==> src/rtl/cache_pkg.sv <==
// Shared definitions for the 4-word-block spatial cache and its refill path.
package cache_pkg;

   typedef enum logic [1:0] {
      IDLE,
      FETCH,
      COMMIT
   } state_t;

   localparam int WORDS_PER_BLOCK   = 4;
   localparam int BLOCK_OFFSET_BITS = 4;
   localparam int WORD_BYTES        = 4;

endpackage

==> src/rtl/refill_buffer.sv <==
// Four-word staging buffer for a block refill, written one beat at a time.
// The read view forwards a word being written this cycle so the last beat is visible at once.
module refill_buffer
   import cache_pkg::*;
#(
   parameter int DATA_WIDTH = 32
) (
   input  logic                  clk,
   input  logic                  rst,
   input  logic                  wr_en,
   input  logic [1:0]            wr_idx,
   input  logic [DATA_WIDTH-1:0] wr_data,
   output logic [DATA_WIDTH-1:0] rd_words [WORDS_PER_BLOCK]
);

   logic [DATA_WIDTH-1:0] words [WORDS_PER_BLOCK];

   // NOTE: this array is cleared on rst on purpose; stale words from an aborted refill must never surface.
   always_ff @(posedge clk) begin
      if (rst) begin
         for (int i = 0; i < WORDS_PER_BLOCK; i++) words[i] <= '0;
      end else if (wr_en) begin
         words[wr_idx] <= wr_data;
      end
   end

   // NOTE: every element is assigned on every pass, so no latch can be inferred here.
   always_comb begin
      for (int i = 0; i < WORDS_PER_BLOCK; i++) begin
         rd_words[i] = (wr_en && wr_idx == 2'(i)) ? wr_data : words[i];
      end
   end

endmodule

==> src/rtl/cache_refill_ctrl.sv <==
// Miss handler: stalls the CPU, fetches the missed 4-word block one beat per
// memory handshake, then strobes the assembled block into the cache for one cycle.
module cache_refill_ctrl
   import cache_pkg::*;
#(
   parameter int ADDR_WIDTH = 32,
   parameter int DATA_WIDTH = 32
) (
   input  logic                  clk,
   input  logic                  rst,
   input  logic                  req_valid,
   input  logic [ADDR_WIDTH-1:0] req_addr,
   input  logic                  cache_hit,
   output logic                  stall,
   output logic                  mem_rd_en,
   output logic [ADDR_WIDTH-1:0] mem_addr,
   input  logic [DATA_WIDTH-1:0] mem_rdata,
   input  logic                  mem_rvalid,
   output logic                  fill_we,
   output logic [ADDR_WIDTH-1:0] fill_addr,
   output logic [DATA_WIDTH-1:0] fill_data0,
   output logic [DATA_WIDTH-1:0] fill_data1,
   output logic [DATA_WIDTH-1:0] fill_data2,
   output logic [DATA_WIDTH-1:0] fill_data3
);

   localparam logic [ADDR_WIDTH-1:0] OFFSET_MASK = ADDR_WIDTH'((1 << BLOCK_OFFSET_BITS) - 1);

   state_t                state;
   logic [1:0]            beat;
   logic [ADDR_WIDTH-1:0] base;
   logic [ADDR_WIDTH-1:0] miss_base;
   logic                  miss;
   logic                  capture;
   logic [DATA_WIDTH-1:0] block_words [WORDS_PER_BLOCK];

   assign miss      = req_valid & ~cache_hit;
   assign miss_base = req_addr & ~OFFSET_MASK;
   // Data arriving without an outstanding request is dropped here.
   assign capture   = (state == FETCH) & mem_rvalid;
   assign stall     = (state == IDLE) ? miss : 1'b1;

   refill_buffer #(
      .DATA_WIDTH(DATA_WIDTH)
   ) u_refill_buffer (
      .clk     (clk),
      .rst     (rst),
      .wr_en   (capture),
      .wr_idx  (beat),
      .wr_data (mem_rdata),
      .rd_words(block_words)
   );

   // NOTE: sequential state uses non-blocking assignments only, so every read sees pre-edge values.
   always_ff @(posedge clk) begin
      if (rst) begin
         state      <= IDLE;
         beat       <= '0;
         base       <= '0;
         mem_rd_en  <= 1'b0;
         mem_addr   <= '0;
         fill_we    <= 1'b0;
         fill_addr  <= '0;
         fill_data0 <= '0;
         fill_data1 <= '0;
         fill_data2 <= '0;
         fill_data3 <= '0;
      end else begin
         fill_we <= 1'b0;
         case (state)
            IDLE: begin
               if (miss) begin
                  base      <= miss_base;
                  mem_addr  <= miss_base;
                  beat      <= '0;
                  mem_rd_en <= 1'b1;
                  state     <= FETCH;
               end
            end
            FETCH: begin
               if (mem_rvalid) begin
                  if (beat == 2'd3) begin
                     // The final beat is forwarded by the buffer, so the block is complete now.
                     mem_rd_en  <= 1'b0;
                     fill_we    <= 1'b1;
                     fill_addr  <= base;
                     fill_data0 <= block_words[0];
                     fill_data1 <= block_words[1];
                     fill_data2 <= block_words[2];
                     fill_data3 <= block_words[3];
                     state      <= COMMIT;
                  end else begin
                     beat     <= beat + 2'd1;
                     mem_addr <= mem_addr + ADDR_WIDTH'(WORD_BYTES);
                  end
               end
            end
            COMMIT:  state <= IDLE;
            default: state <= IDLE;
         endcase
      end
   end

endmodule

==> config.mk <==
export PLATFORM = sky130hd
export DESIGN_NAME = cache_refill_ctrl
export DESIGN_NICKNAME = d
export VERILOG_FILES = /design/src/rtl/cache_pkg.sv /design/src/rtl/refill_buffer.sv /design/src/rtl/cache_refill_ctrl.sv
export SDC_FILE = /design/constraint.sdc
export NUM_CORES = 1
export LEC_CHECK = 0
export BUFFER_PORTS_ARGS = -buffer_cell sky130_fd_sc_hd__buf_2
export CAP_MARGIN = 5
export CORE_UTILIZATION = 35
export CTS_CLUSTER_DIAMETER = 120
export DETAILED_ROUTE_END_ITERATION = 6
export GPL_ROUTABILITY_DRIVEN = 0
export GPL_TIMING_DRIVEN = 0
export SLEW_MARGIN = 20
export SYNTH_ARGS = -nofsm -noshare
export SYNTH_HDL_FRONTEND = slang
export SYNTH_SLANG_ARGS = --single-unit
==> constraint.sdc <==
create_clock -name clk -period 2.44 [get_ports clk]
set_input_delay 0.122 -clock clk [delete_from_list [all_inputs] [get_ports clk]]
set_output_delay 0.122 -clock clk [all_outputs]
set_load 0.02 [all_outputs]
Word-level counts from Yosys, hierarchy flattened
Memory sizes are Yosys's and may differ from the RTL's. A register that Yosys moved wholly into a read port is not among the register bits.
Index checks and enable logic that the tools add are counted.
{"block": "totals", "reg_bits": 94, "mem_bits_rw": 128, "n_memories": 1}
{"block": "op_classes", "n_addsub": 2, "eq_ne": 6, "n_mux": 26, "bitwise": 5, "reduce_logical": 9}
{"memory": "u_refill_buffer.words", "words": 4, "word_bits": 32, "rd": 4, "rd_clocked_by_memory_dff": 4, "wr": 4, "line_no": "refill_buffer.sv:16", "rtl": "logic [DATA_WIDTH-1:0] words [WORDS_PER_BLOCK];"}
{"operator": "2-to-1 mux 32 bit", "n": 4}
{"operator": "one-hot mux 32 bit (2 select lines)", "n": 1}
{"operator": "adder 32 x 3 -> 32 bit (second input constant)", "n": 1}
{"operator": "OR reduction 32 bit", "n": 1}
{"operator": "2-to-1 mux 2 bit", "n": 7}
{"operator": "2-to-1 mux 1 bit", "n": 11}
{"operator": "one-hot mux 2 bit (2 select lines)", "n": 2}
{"operator": "AND reduction 4 bit", "n": 2}
{"operator": "inequality test 2 bit (second input constant)", "n": 3}
{"operator": "AND reduction 3 bit", "n": 2}
{"operator": "NOT 1 bit", "n": 3}
{"operator": "OR reduction 3 bit", "n": 1}
{"operator": "adder 2 x 1 -> 2 bit (second input constant)", "n": 1}
{"operator": "AND 1 bit", "n": 2}
{"operator": "== test 2 x 1 -> 1 bit (second input constant)", "n": 1}
{"operator": "== test 2 bit (second input constant)", "n": 1}
{"operator": "logical NOT 2 bit", "n": 1}
{"operator": "inequality test 2 x 1 -> 1 bit (second input constant)", "n": 1}
{"operator": "one-hot mux 1 bit (2 select lines)", "n": 1}
{"operator": "AND reduction 2 bit", "n": 1}
{"operator": "nonzero test 2 bit", "n": 1}

Depth between registers and ports, before layout
Gate-level depths: netlist (run 1).
{"block": "logic_depth", "word_depth": 7, "ltp_mapped": 8, "ltp_nobuf": 6}

Modules after synthesis
From an unflattened synthesis (run 1), not the netlist that was laid out.
{"block": "hier_totals", "cells_unflattened": 1517, "area_unflattened_um2": 14736.6}
{"module": "cache_refill_ctrl", "n_inst": 1, "cells_each": 1089, "area_each_um2": 8388.0}
{"module": "refill_buffer", "n_inst": 1, "cells_each": 428, "area_each_um2": 6348.6}

Worst setup path after synthesis (run 1)
OpenSTA, ideal clock, no wires.
{"block": "synth_timing", "path_type": "reg-to-reg", "from": "register state[1]", "to": "memory u_refill_buffer.words[2][0] (enable)", "t_arrival_ns": 2.048, "required_ns": 2.051, "slack_ns": 0.003, "path_stages_with_launch": 7, "path_buffers": 2, "synth_period_minus_slack_ns": 2.437, "cell_sequence": "dfxtp_1 > nor2b_1 > and3_1 > clkbuf_1 > nand3b_1 > clkbuf_1 > nand2_1"}
{"element": "from (decl)", "line_no": "cache_refill_ctrl.sv:29", "rtl": "state_t state;"}
{"element": "from (signal assigned)", "line_no": "cache_refill_ctrl.sv:57", "rtl": "state <= IDLE;"}
{"element": "from (signal assigned)", "line_no": "cache_refill_ctrl.sv:77", "rtl": "state <= FETCH;"}
{"element": "from (signal assigned)", "line_no": "cache_refill_ctrl.sv:91", "rtl": "state <= COMMIT;"}
{"element": "to (decl)", "line_no": "refill_buffer.sv:16"}

==> metrics.csv, run 1 <==
stage;metric;value;unit
worst_hold_path;worstHoldPathType;in -> reg;
cts;cts_sinks;348;
logic_synthesis;syn_avg_cell_area;9.805;um2
timing;maxSlewViolCount;0;
cells_and_area;fill_cells;3897;
timing;slew_headroom;35.91;%
route;drc;0;
timing;final.period_utilization;95.93;%
die;die-width;203.1;um
logic_synthesis;synth_warnings;0;
route;wl_per_cell;20.43;um
cts;clock_latency;0.57;ns
route;ant_nets;0;
place;dp_slack;-0.7361;ns
cells_and_area;area.growth.synth_to_final;29.35;%
place;dpl.hpwl;33780;um
setup_path;reg2reg_from;state[1]$_SDFFE_PP0P_;
power_and_ir_drop;swShare;23.79;%
logic_synthesis;synth_area_leaders;dfxtp_1 (31%), edfxtp_1 (27%), nand2_1 (7.1%);
setup_path;cp-end-kind;flip-flop;
timing;worst_slew_pin_slew;0.9526;ns
logic_synthesis;synth-seq-cells;348;
setup_path;path_class;reg -> reg;
timing;finClkSkew;0.02443;ns
timing;hold_viol;0;
setup_path;cp-startpoint;state[1]$_SDFFE_PP0P_;
global_routing;met1_usage;29.10;%
global_routing;first_global_vias;11820;
global_routing;grt_max_degree;33;
setup_path;start_kind;flip-flop;
logic_synthesis;synth_seq_area_share;58.25;%
setup_path;rr_endpoint;u_refill_buffer.words[3][27]$_DFFE_PP_;
timing;fin_ws;0.09920;ns
cts;htree_levels;2;
cts;root_buffer;clkbuf_16;
logic_synthesis;synth_edf_count;128;
setup_path;crit_end;u_refill_buffer.words[3][27]$_DFFE_PP_;
global_routing;met3_usage;6.408;%
die;start_util;35.55;%
die;coreArea;0.03982;mm2
power_and_ir_drop;p_int;10.12;mW
logic_synthesis;ys_top_cells_by_count;nand2_1 (267), dfxtp_1 (220), edfxtp_1 (128), nor2_1 (119), a21oi_1 (84);
setup_path;critPathRequiredTime;2.65;ns
logic_synthesis;yosysMostFrequentCell;nand2_1;
power_and_ir_drop;netSwitchingPower;3.159;mW
place;portBuffers;252;
cells_and_area;drive_above_1_share;21.52;%
global_routing;grt_usage;23.13;%
global_routing;grt-busiest-layer;met2;
die;rows;73;
global_routing;antenna_found_initial;0;
power_and_ir_drop;finalPower;13.28;mW
setup_path;rrSetupSlack;0.1;ns
timing;period_minus_slack;2.341;ns
route;drt_iter0_markers;749;
cts;clkSlewWorstSetupHoldPaths;0.06;ns
global_routing;grt-ovfl-total;0;
setup_path;cp.arrival;2.55;ns
route;avgViaCountPerCell;5.119;
route;dr.pass1.iters;5;
cells_and_area;antenna_cells;0;
logic_synthesis;syn_inst;1444;
power_and_ir_drop;vdd_drop_max;537.4;uV
logic_synthesis;synth_top_area_share;31.11;%
logic_synthesis;synth_flop_cell;dfxtp_1;
die;design.die.area;0.04126;mm2
cells_and_area;fin_util;45.99;%
cts;numCtsBuffers;40;
logic_synthesis;syn-cell-area;0.01416;mm2
power_and_ir_drop;powerDensity;725.1;mW/mm2
power_and_ir_drop;sequentialPowerShare;47.1;%
logic_synthesis;synth_cell_types;58;
run;drv_cap;0;
die;die_h;203.1;um
outcome;status;finished clean;
global_routing;grt_first_pass_wirelength;71840;um
setup_path;reg2reg_depth;5;
power_and_ir_drop;leakage;7.624;nW
logic_synthesis;yosys.area.top_type;dfxtp_1;
power_and_ir_drop;clkPwrFrac;46.2;%
power_and_ir_drop;comb_power_share;6.7;%
route;vias;12130;
logic_synthesis;async_flop_share;0;%
cts;cts_tree;built;
cells_and_area;final_nets;1887;
timing;setup_viol_count_final;0;
route;wl;48420;um
die;ios;264;
cts;clockBufferDepth;3;
global_routing;grt_use_met2;37.70;%
setup_path;cp_max_fo;16;
timing;max_freq;427.2;MHz
[area by class of cell]
class	count	area (um2)	area share (%)
flip-flops and latches	348	8249	45.04
plain buffers	115	603.1	3.293
repair buffers	324	2039	11.14
clock inverters	9	135.1	0.7379
clock buffers	62	1206	6.586
multi-input cells	918	5165	28.20
inverters	69	259.0	1.414
well taps	525	656.9	3.587
[worst min-delay path by stage]
| stage | startpoint | to | depth (start not counted) |
|---|---|---|---|
| 3_5_place_dp | req_addr[14] | base[14]$_SDFFE_PP0P_ | 3 |
| 4_1_cts | rst | mem_addr[24]$_SDFFE_PP0P_ | 3 |
| 5_1_grt | rst | mem_addr[24]$_SDFFE_PP0P_ | 3 |
| 3_3_place_gp | req_addr[14] | base[14]$_SDFFE_PP0P_ | 3 |
| 2_1_floorplan | req_addr[10] | base[10]$_SDFFE_PP0P_ | 2 |
| 6_report | rst | mem_addr[24]$_SDFFE_PP0P_ | 3 |
[metal layers]
metal  wire, um  up-vias  share of wire (%)
met5          0        -                  0
met4       1435        0                3.0
met3       3950       82                8.2
met2      22580      435                 47
met1      20460     5816                 42
li1           -     5798                  -
[through the flow]
stage	hold WS, ns	instance area, um2	TNS (ns)	std cells
after global placement	0.3830	16100	-153.68	2226
after CTS	0.01878	18270	0	2369
after floorplan	0.2580	14180	0	1449
after detailed placement	0.3902	16160	-114.42	2228
final	0.03495	18310	0	2370
after global routing	0.03139	18310	-0.1545	2370
[power groups by stage]
stage / logic (mW) / clock network [mW] / registers (mW)
finish: 0.884 / 6.14 / 6.25
global route: 0.952 / 6.47 / 6.27
floorplan: 0.375 / 0 / 6.40
detailed placement: 0.767 / 0 / 6.38
global placement: 0.748 / 0 / 6.37
CTS: 0.876 / 6.24 / 6.25
[registers in the layout, summed over array words and instances, names as in the netlist]
name and count:
base 28, beat 2, fill_addr 28, fill_data0 32, fill_data1 32, fill_data2 32, fill_data3 32, fill_we 1
mem_addr 30, mem_rd_en 1, state 2, u_refill_buffer.words 128
[layout by cell type, fill, tap and decap left out, drive strengths merged, types with 8 or more instances in the layout]
cell	Yosys	routed
inv	69	70
dlygate4sd3	0	64
clkbuf	79	144
a211oi	67	67
nand2	267	267
nor3	12	12
o21ai	64	64
a21oi	84	84
nand3	16	16
edfxtp	128	128
mux2i	68	68
nor2	119	119
and2	65	65
and3	8	8
buf	37	293
a31oi	35	35
a311oi	35	35
dfxtp	220	220
[critical path, stage by stage, from the launching register on]
cell	delay, ns
dfxtp_1	0.37
nor2b_2	0.25
and4_1	0.21
buf_2	0.26
buf_2	0.38
or2_2	0.50
[logic make-up after synthesis]
logic type / count (synthesis) / share of synthesized area [%]
compound gates: 314 / 14.15
other cells: 1 / 0.02649
fa+ha+maj: 2 / 0.1767
simple gates: 524 / 16.62
flops: 348 / 58.25
buf+inv: 185 / 5.841
xor+xnor: 2 / 0.1237
mux: 68 / 4.807
[timing repair]
item                                    in CTS  in global routing
pin swaps                                    2                  0
hold buffers                                64                  0
endpoints found under the hold margin      306                  0
gates resized for setup                     19                 34
setup buffers                                6                  0
endpoints found under the setup margin     287                257
cloned                                       1                  1
(Power assumes the default switching activity.)
==> inputs of run 2 (changes only) <==
Settings changed: ABC_AREA set to 1.
==> run 2 against run 1 <==
Against the previous run:
- clock power rose by 4.4%
- synthesized cell count rose by 26%
- wire length rose by 5.8%
- worst hold slack improved by 0.076 ns
- non-clock buffer count fell by 8
- via count rose by 13%
- final cell count rose by 16%
- largest power group is now clock
==> metrics.csv, run 2 <==
stage;metric;value;unit
outcome;status;finished clean;
logic_synthesis;syn-cell-area;0.01494;mm2
logic_synthesis;synth_cell_types;36;
cts;numCtsBuffers;40;
logic_synthesis;synth_top_area_share;29.48;%
die;start_util;35.54;%
global_routing;first_global_vias;12910;
setup_path;critPathRequiredTime;2.66;ns
logic_synthesis;yosysMostFrequentCell;nand2_1;
setup_path;reg2reg_from;state[1]$_SDFFE_PP0P_;
route;route.met2.wl;24390;um
cells_and_area;largest_reg_flops;128;
logic_synthesis;synth_flop_cell;dfxtp_1;
die;design.die.area;0.04351;mm2
setup_path;reg2reg_depth;10;
timing;maxSlewViolCount;0;
cts;cts_sinks;348;
timing;slew_headroom;42.87;%
logic_synthesis;synth_area_leaders;dfxtp_1 (29%), edfxtp_1 (26%), nand2_1 (8.9%);
setup_path;path_class;reg -> reg;
setup_path;cp_max_fo;32;
cells_and_area;final_cell_mix;nand2_1 (353), buf_2 (302), nor2_1 (293), o21ai_0 (223), dfxtp_1 (220);
die;die_h;208.6;um
route;wl;51250;um
logic_synthesis;synth_edf_count;128;
cells_and_area;mostFrequentLayoutCell;nand2_1;
die;rows;75;
logic_synthesis;async_flop_share;0;%
route;avgViaCountPerCell;4.954;
global_routing;antenna_found_initial;0;
setup_path;cp.arrival;2.55;ns
setup_path;crit_end;u_refill_buffer.words[0][15]$_SDFFCE_PN0P_;
timing;final.period_utilization;95.29;%
logic_synthesis;synth_warnings;0;
route;wl_met1;21700;um
route;ant_nets;0;
setup_path;rr_endpoint;u_refill_buffer.words[0][15]$_SDFFCE_PN0P_;
cts;clockBufferDepth;3;
cells_and_area;drive_above_1_share;18.32;%
logic_synthesis;syn_avg_cell_area;8.204;um2
logic_synthesis;syn_inst;1821;
cts;root_buffer;clkbuf_16;
cts;htree_levels;2;
route;wl_per_cell;18.59;um
power_and_ir_drop;powerDensity;719.9;mW/mm2
route;topRoutingLayerUsed;met4;
worst_hold_path;worstHoldPathType;in -> reg;
global_routing;grt_max_degree;33;
setup_path;rrSetupSlack;0.12;ns
cells_and_area;final_nets;2256;
timing;worst_slew_pin_slew;0.8569;ns
cells_and_area;regMostFlops;u_refill_buffer.words;
global_routing;grt_first_pass_wirelength;76710;um
route;vias;13650;
timing;finClkSkew;0.03073;ns
die;coreArea;0.04204;mm2
cells_and_area;area.growth.synth_to_final;27.23;%
logic_synthesis;yosys.area.top_type;dfxtp_1;
power_and_ir_drop;leakage;9.091;nW
route;drc;0;
die;ios;264;
timing;hold_viol;0;
setup_path;cp-startpoint;state[1]$_SDFFE_PP0P_;
logic_synthesis;synth_seq_area_share;55.21;%
place;dpl.hpwl;37840;um
timing;rsz0062_at_grt;false;
cells_and_area;final_cells;2756;
setup_path;start_kind;flip-flop;
cts;cts_setup_buffers;0;
setup_path;cp-end-kind;flip-flop;
global_routing;grt_usage;23.31;%
run;drv_cap;0;
route;drt_iter0_markers;1162;
place;dp.cells;2619;
timing;period_minus_slack;2.325;ns
route;dr.pass1.iters;5;
route;met3_length;3683;um
power_and_ir_drop;vdd_drop_max;523.5;uV
cts;clkSlewWorstSetupHoldPaths;0.06;ns
logic_synthesis;ys_top_cells_by_count;nand2_1 (356), nor2_1 (293), o21ai_0 (223), dfxtp_1 (220), inv_1 (200);
logic_synthesis;synth-seq-cells;348;
global_routing;grt-ovfl-total;0;
timing;setup_viol_count_final;0;
cts;cts_tree;built;
die;die-width;208.6;um
timing;max_freq;430.1;MHz
cells_and_area;fin_util;45.21;%
cts;clock_latency;0.58;ns
place;portBuffers;253;
-- run 2: cell types whose count changed after synthesis, moves of 44 or more --
cell and change:
o21bai_1 +69, and2_1 -62, nand3_1 +44, nand2_1 +89
inv_1 +131, o21ai_0 +159, a211oi_1 -67, mux2i_1 -68
nor2_1 +174
-- run 2: critical path: stages (launching register included) --
cell and delay (ns):
dfxtp_1 0.39, inv_2 0.13, nand2_4 0.09, nor2_8 0.15, nand2_4 0.12, nor2_4 0.11, nand2_2 0.10, buf_4 0.20
buf_6 0.15, buf_4 0.18, nand2_4 0.35
-- run 2: layout make-up --
type,count,area [um2]
diodes,1,2.502
plain buffers,114,545.5
clock buffers,51,1092
clock inverters,22,310.3
fillers,4207,23030
inverters,205,769.5
multi-input cells,1159,5439
flip-flops and latches,348,8248
well taps,539,674.4
repair buffers,317,1926
-- run 2: routing by layer --
metal / vias up / track usage, %
li1: 6640 / -
met1: 6404 / 29.72
met2: 529 / 39.89
met3: 80 / 4.238
met4: 0 / 7.404
met5: - / 0
-- run 2: cells by family (layout without fill, tap and decap cells) --
group / Yosys count / after routing / share of synthesized area (%)
AOI/OAI and AO/OA: 427 / 427 / 16.38
buffers and inverters: 319 / 709 / 8.777
and+or+nand+nor: 724 / 724 / 19.44
other: 1 / 7 / 0.02510
DFF: 348 / 348 / 55.21
adders and majority gates: 2 / 2 / 0.1675
-- run 2: worst min-delay path by stage --
stage               cells after the start         start                     to
floorplan                               2  req_addr[11]  base[11]$_SDFFE_PP0P_
global placement                        3  req_addr[26]  base[26]$_SDFFE_PP0P_
detailed placement                      3  req_addr[22]  base[22]$_SDFFE_PP0P_
CTS                                     5     cache_hit  base[31]$_SDFFE_PP0P_
global route                            5     cache_hit  base[11]$_SDFFE_PP0P_
finish                                  5     cache_hit  base[31]$_SDFFE_PP0P_
-- run 2: repair_timing --
action / in CTS / in global routing
hold endpoints to repair: 108 / 0
setup endpoints to repair: 96 / 63
resized for setup: 4 / 2
hold buffers: 62 / 0
-- run 2: report_power, final --
| part | switching, mW | internal, mW | leakage, nW |
|---|---|---|---|
| Sequential | 0.122 | 6.18 | 3.10 |
| Clock | 2.57 | 3.84 | 0.685 |
| Combinational | 0.660 | 0.316 | 5.31 |
| Total | 3.35 | 10.3 | 9.09 |
-- run 2: metrics by stage --
step                hold WS (ns)  cell area (um2)  total power, mW  setup WS (ns)  TNS, ns
floorplan                 0.2569            14960            6.889        0.04478        0
global placement          0.3803            16900            7.278        -0.9429   -97.10
detailed placement        0.3873            16940            7.297        -0.4988   -44.92
CTS                      0.08494            18980            13.77        0.03870        0
global route              0.1226            19000            14.11       0.004521        0
finish                    0.1114            19010            13.68         0.1150        0
==> inputs of run 3 (changes only) <==
Settings changed: CORE_UTILIZATION 35 to 30.
==> run 3 against run 2 <==
Against the previous run:
- clock-buffer cell count increased by 7
- final cell count rose by 4.6%
- first-iteration DRC count decreased by 2.2%
- die area grew 17%
- utilization decreased by 6.2 points
- wire length grew 2.6%
- register-to-register slack lost 0.02 ns
- combinational power barely moved
- clock skew decreased by 0.0086 ns
- critical endpoint is now u_refill_buffer.words[0][13]$_SDFFCE_PN0P_
- highest routed layer unchanged
==> metrics.csv, run 3 (synthesized netlist as in run 2, its figures left out) <==
stage;metric;value;unit
run;drv_cap;0;
timing;finClkSkew;0.02209;ns
cts;clkSlewWorstSetupHoldPaths;0.06;ns
power_and_ir_drop;vdd_drop_max;515.3;uV
cts;numCtsBuffers;41;
power_and_ir_drop;leakage;9.082;nW
cells_and_area;regMostFlops;u_refill_buffer.words;
die;design.die.area;0.05069;mm2
power_and_ir_drop;finalPower;13.49;mW
global_routing;grt_max_degree;33;
setup_path;cp_max_fo;32;
cts;cts_sinks;348;
cells_and_area;fin_area;0.01912;mm2
cts;clockBufferDepth;3;
setup_path;critPathRequiredTime;2.66;ns
setup_path;start_kind;flip-flop;
global_routing;antenna_found_initial;0;
outcome;status;finished clean;
cells_and_area;final_cell_mix;nand2_1 (353), buf_2 (302), nor2_1 (293), o21ai_0 (223), dfxtp_1 (220);
timing;setup_viol_count_final;0;
setup_path;cp-end-kind;flip-flop;
timing;final.period_utilization;96.20;%
place;dpl.hpwl;39030;um
cells_and_area;mostFrequentLayoutCell;nand2_1;
cts;clock_latency;0.57;ns
power_and_ir_drop;powerDensity;705.7;mW/mm2
place;portBuffers;253;
cells_and_area;multi_input_area;0.005439;mm2
route;ant_nets;0;
die;start_util;30.46;%
timing;max_freq;426.0;MHz
cells_and_area;antenna_cells;0;
cells_and_area;fill_cells;5107;
setup_path;cp.arrival;2.56;ns
die;rows;81;
route;drc;0;
route;dr.pass1.iters;6;
setup_path;reg2reg_from;state[1]$_SDFFE_PP0P_;
place;dpl-instance-area;0.01709;mm2
route;wl;52550;um
die;coreArea;0.04905;mm2
cts;cts_setup_buffers;0;
timing;maxSlewViolCount;0;
power_and_ir_drop;sequentialPowerShare;46.7;%
die;die_h;225.2;um
power_and_ir_drop;swShare;24.96;%
timing;fin_hold_ws;0.05780;ns
route;drt_iter0_markers;1137;
power_and_ir_drop;netSwitchingPower;3.368;mW
cts;htree_levels;2;
setup_path;cp-startpoint;state[1]$_SDFFE_PP0P_;
worst_hold_path;worstHoldStart;cache_hit;
timing;slew_headroom;35.98;%
power_and_ir_drop;p_int;10.12;mW
timing;hold_viol;0;
global_routing;grt-ovfl-total;0;
worst_hold_path;worstHoldPathType;in -> reg;
power_and_ir_drop;comb_power_share;7.2;%
cts;root_buffer;clkbuf_16;
route;vias;13690;
power_and_ir_drop;clkPwrFrac;46.1;%
place;dp_slack;-0.6029;ns
die;die-width;225.2;um
setup_path;path_class;reg -> reg;
timing;period_minus_slack;2.347;ns
global_routing;grt_first_pass_wirelength;76940;um
timing;rsz0062_at_grt;false;
cts;cts_tree;built;
cells_and_area;largest_reg_flops;128;
timing;worst_slew_pin_slew;0.9603;ns
cells_and_area;ff_latch_area;0.008248;mm2
die;ios;264;
cells_and_area;area.growth.synth_to_final;27.97;%
cells_and_area;drive_above_1_share;18.39;%
global_routing;first_global_vias;12960;
timing;fin_ws;0.09273;ns
route;avgViaCountPerCell;4.748;
global_routing;grt_usage;20.35;%
cells_and_area;final_nets;2256;
route;wl_per_cell;18.24;um
## run 3: cell count changes in the layout (fill, tap and decap cells not counted), moves of 2 or more
cell,before,now
clkinv_4,2,0
clkbuf_2,3,5
bufinv_16,6,1
inv_4,0,2
clkbuf_16,40,45
## run 3: power by group through the flow
stage / sequential [mW] / combinational (mW) / clock (mW)
after detailed placement: 6.42 / 0.882 / 0
after floorplan: 6.44 / 0.452 / 0
after global routing: 6.32 / 1.05 / 6.53
final: 6.30 / 0.976 / 6.22
after global placement: 6.42 / 0.867 / 0
after CTS: 6.30 / 0.966 / 6.34
## run 3: metrics by stage
stage	setup TNS [ns]	utilization [%]	std cells
final	0	38.98	2882
after global routing	0	38.98	2882
after CTS	0	38.96	2882
after detailed placement	-56.00	34.84	2744
after global placement	-104.07	34.77	2743
after floorplan	0	-	1826
## run 3: path summary, 6_finish.rpt
check / slack, ns / to / cells past startpoint
worst max-delay path: 0.09 / u_refill_buffer.words[0][13]$_SDFFCE_PN0P_ / 10
worst min-delay path: 0.06 / base[31]$_SDFFE_PP0P_ / 5
worst max register to register: 0.09 / u_refill_buffer.words[0][13]$_SDFFCE_PN0P_ / 10
worst min register to register: 0.48 / fill_addr[11]$_SDFFE_PP0P_ / 2
## run 3: cell type report
cell class                      instances  area share [%]
Sequential cell                       348           43.14
Multi-Input combinational cell       1159           28.45
Timing Repair Buffer                  316           10.01
Clock buffer                           58           6.381
Tap cell                              664           4.346
Inverter                              205           4.025
Buffer                                114           2.860
Clock inverter                         18          0.7853
## run 3: timing repair
action,in CTS,in global routing
hold buffers,62,0
hold endpoints to repair,113,0
gates cloned,0,0
setup endpoints to repair,96,32
resized for setup,5,1
## run 3: metal layers
| metal | global-route usage [%] | share of wire [%] | vias to the layer above |
|---|---|---|---|
| li1 | - | - | 6630 |
| met1 | 25.09 | 41 | 6407 |
| met2 | 34.21 | 47 | 543 |
| met3 | 4.029 | 7.6 | 105 |
| met4 | 9.239 | 4.1 | 0 |
| met5 | 0 | 0 | - |
## run 3: critical path: stages, from the launching register on
cell and delay (ns):
dfxtp_1 0.38, inv_2 0.13, nand2_4 0.10, nor2_8 0.15, nand2_4 0.12, nor2_4 0.12
nand2_2 0.10, buf_4 0.20, buf_6 0.15, buf_4 0.18, nand2_4 0.35
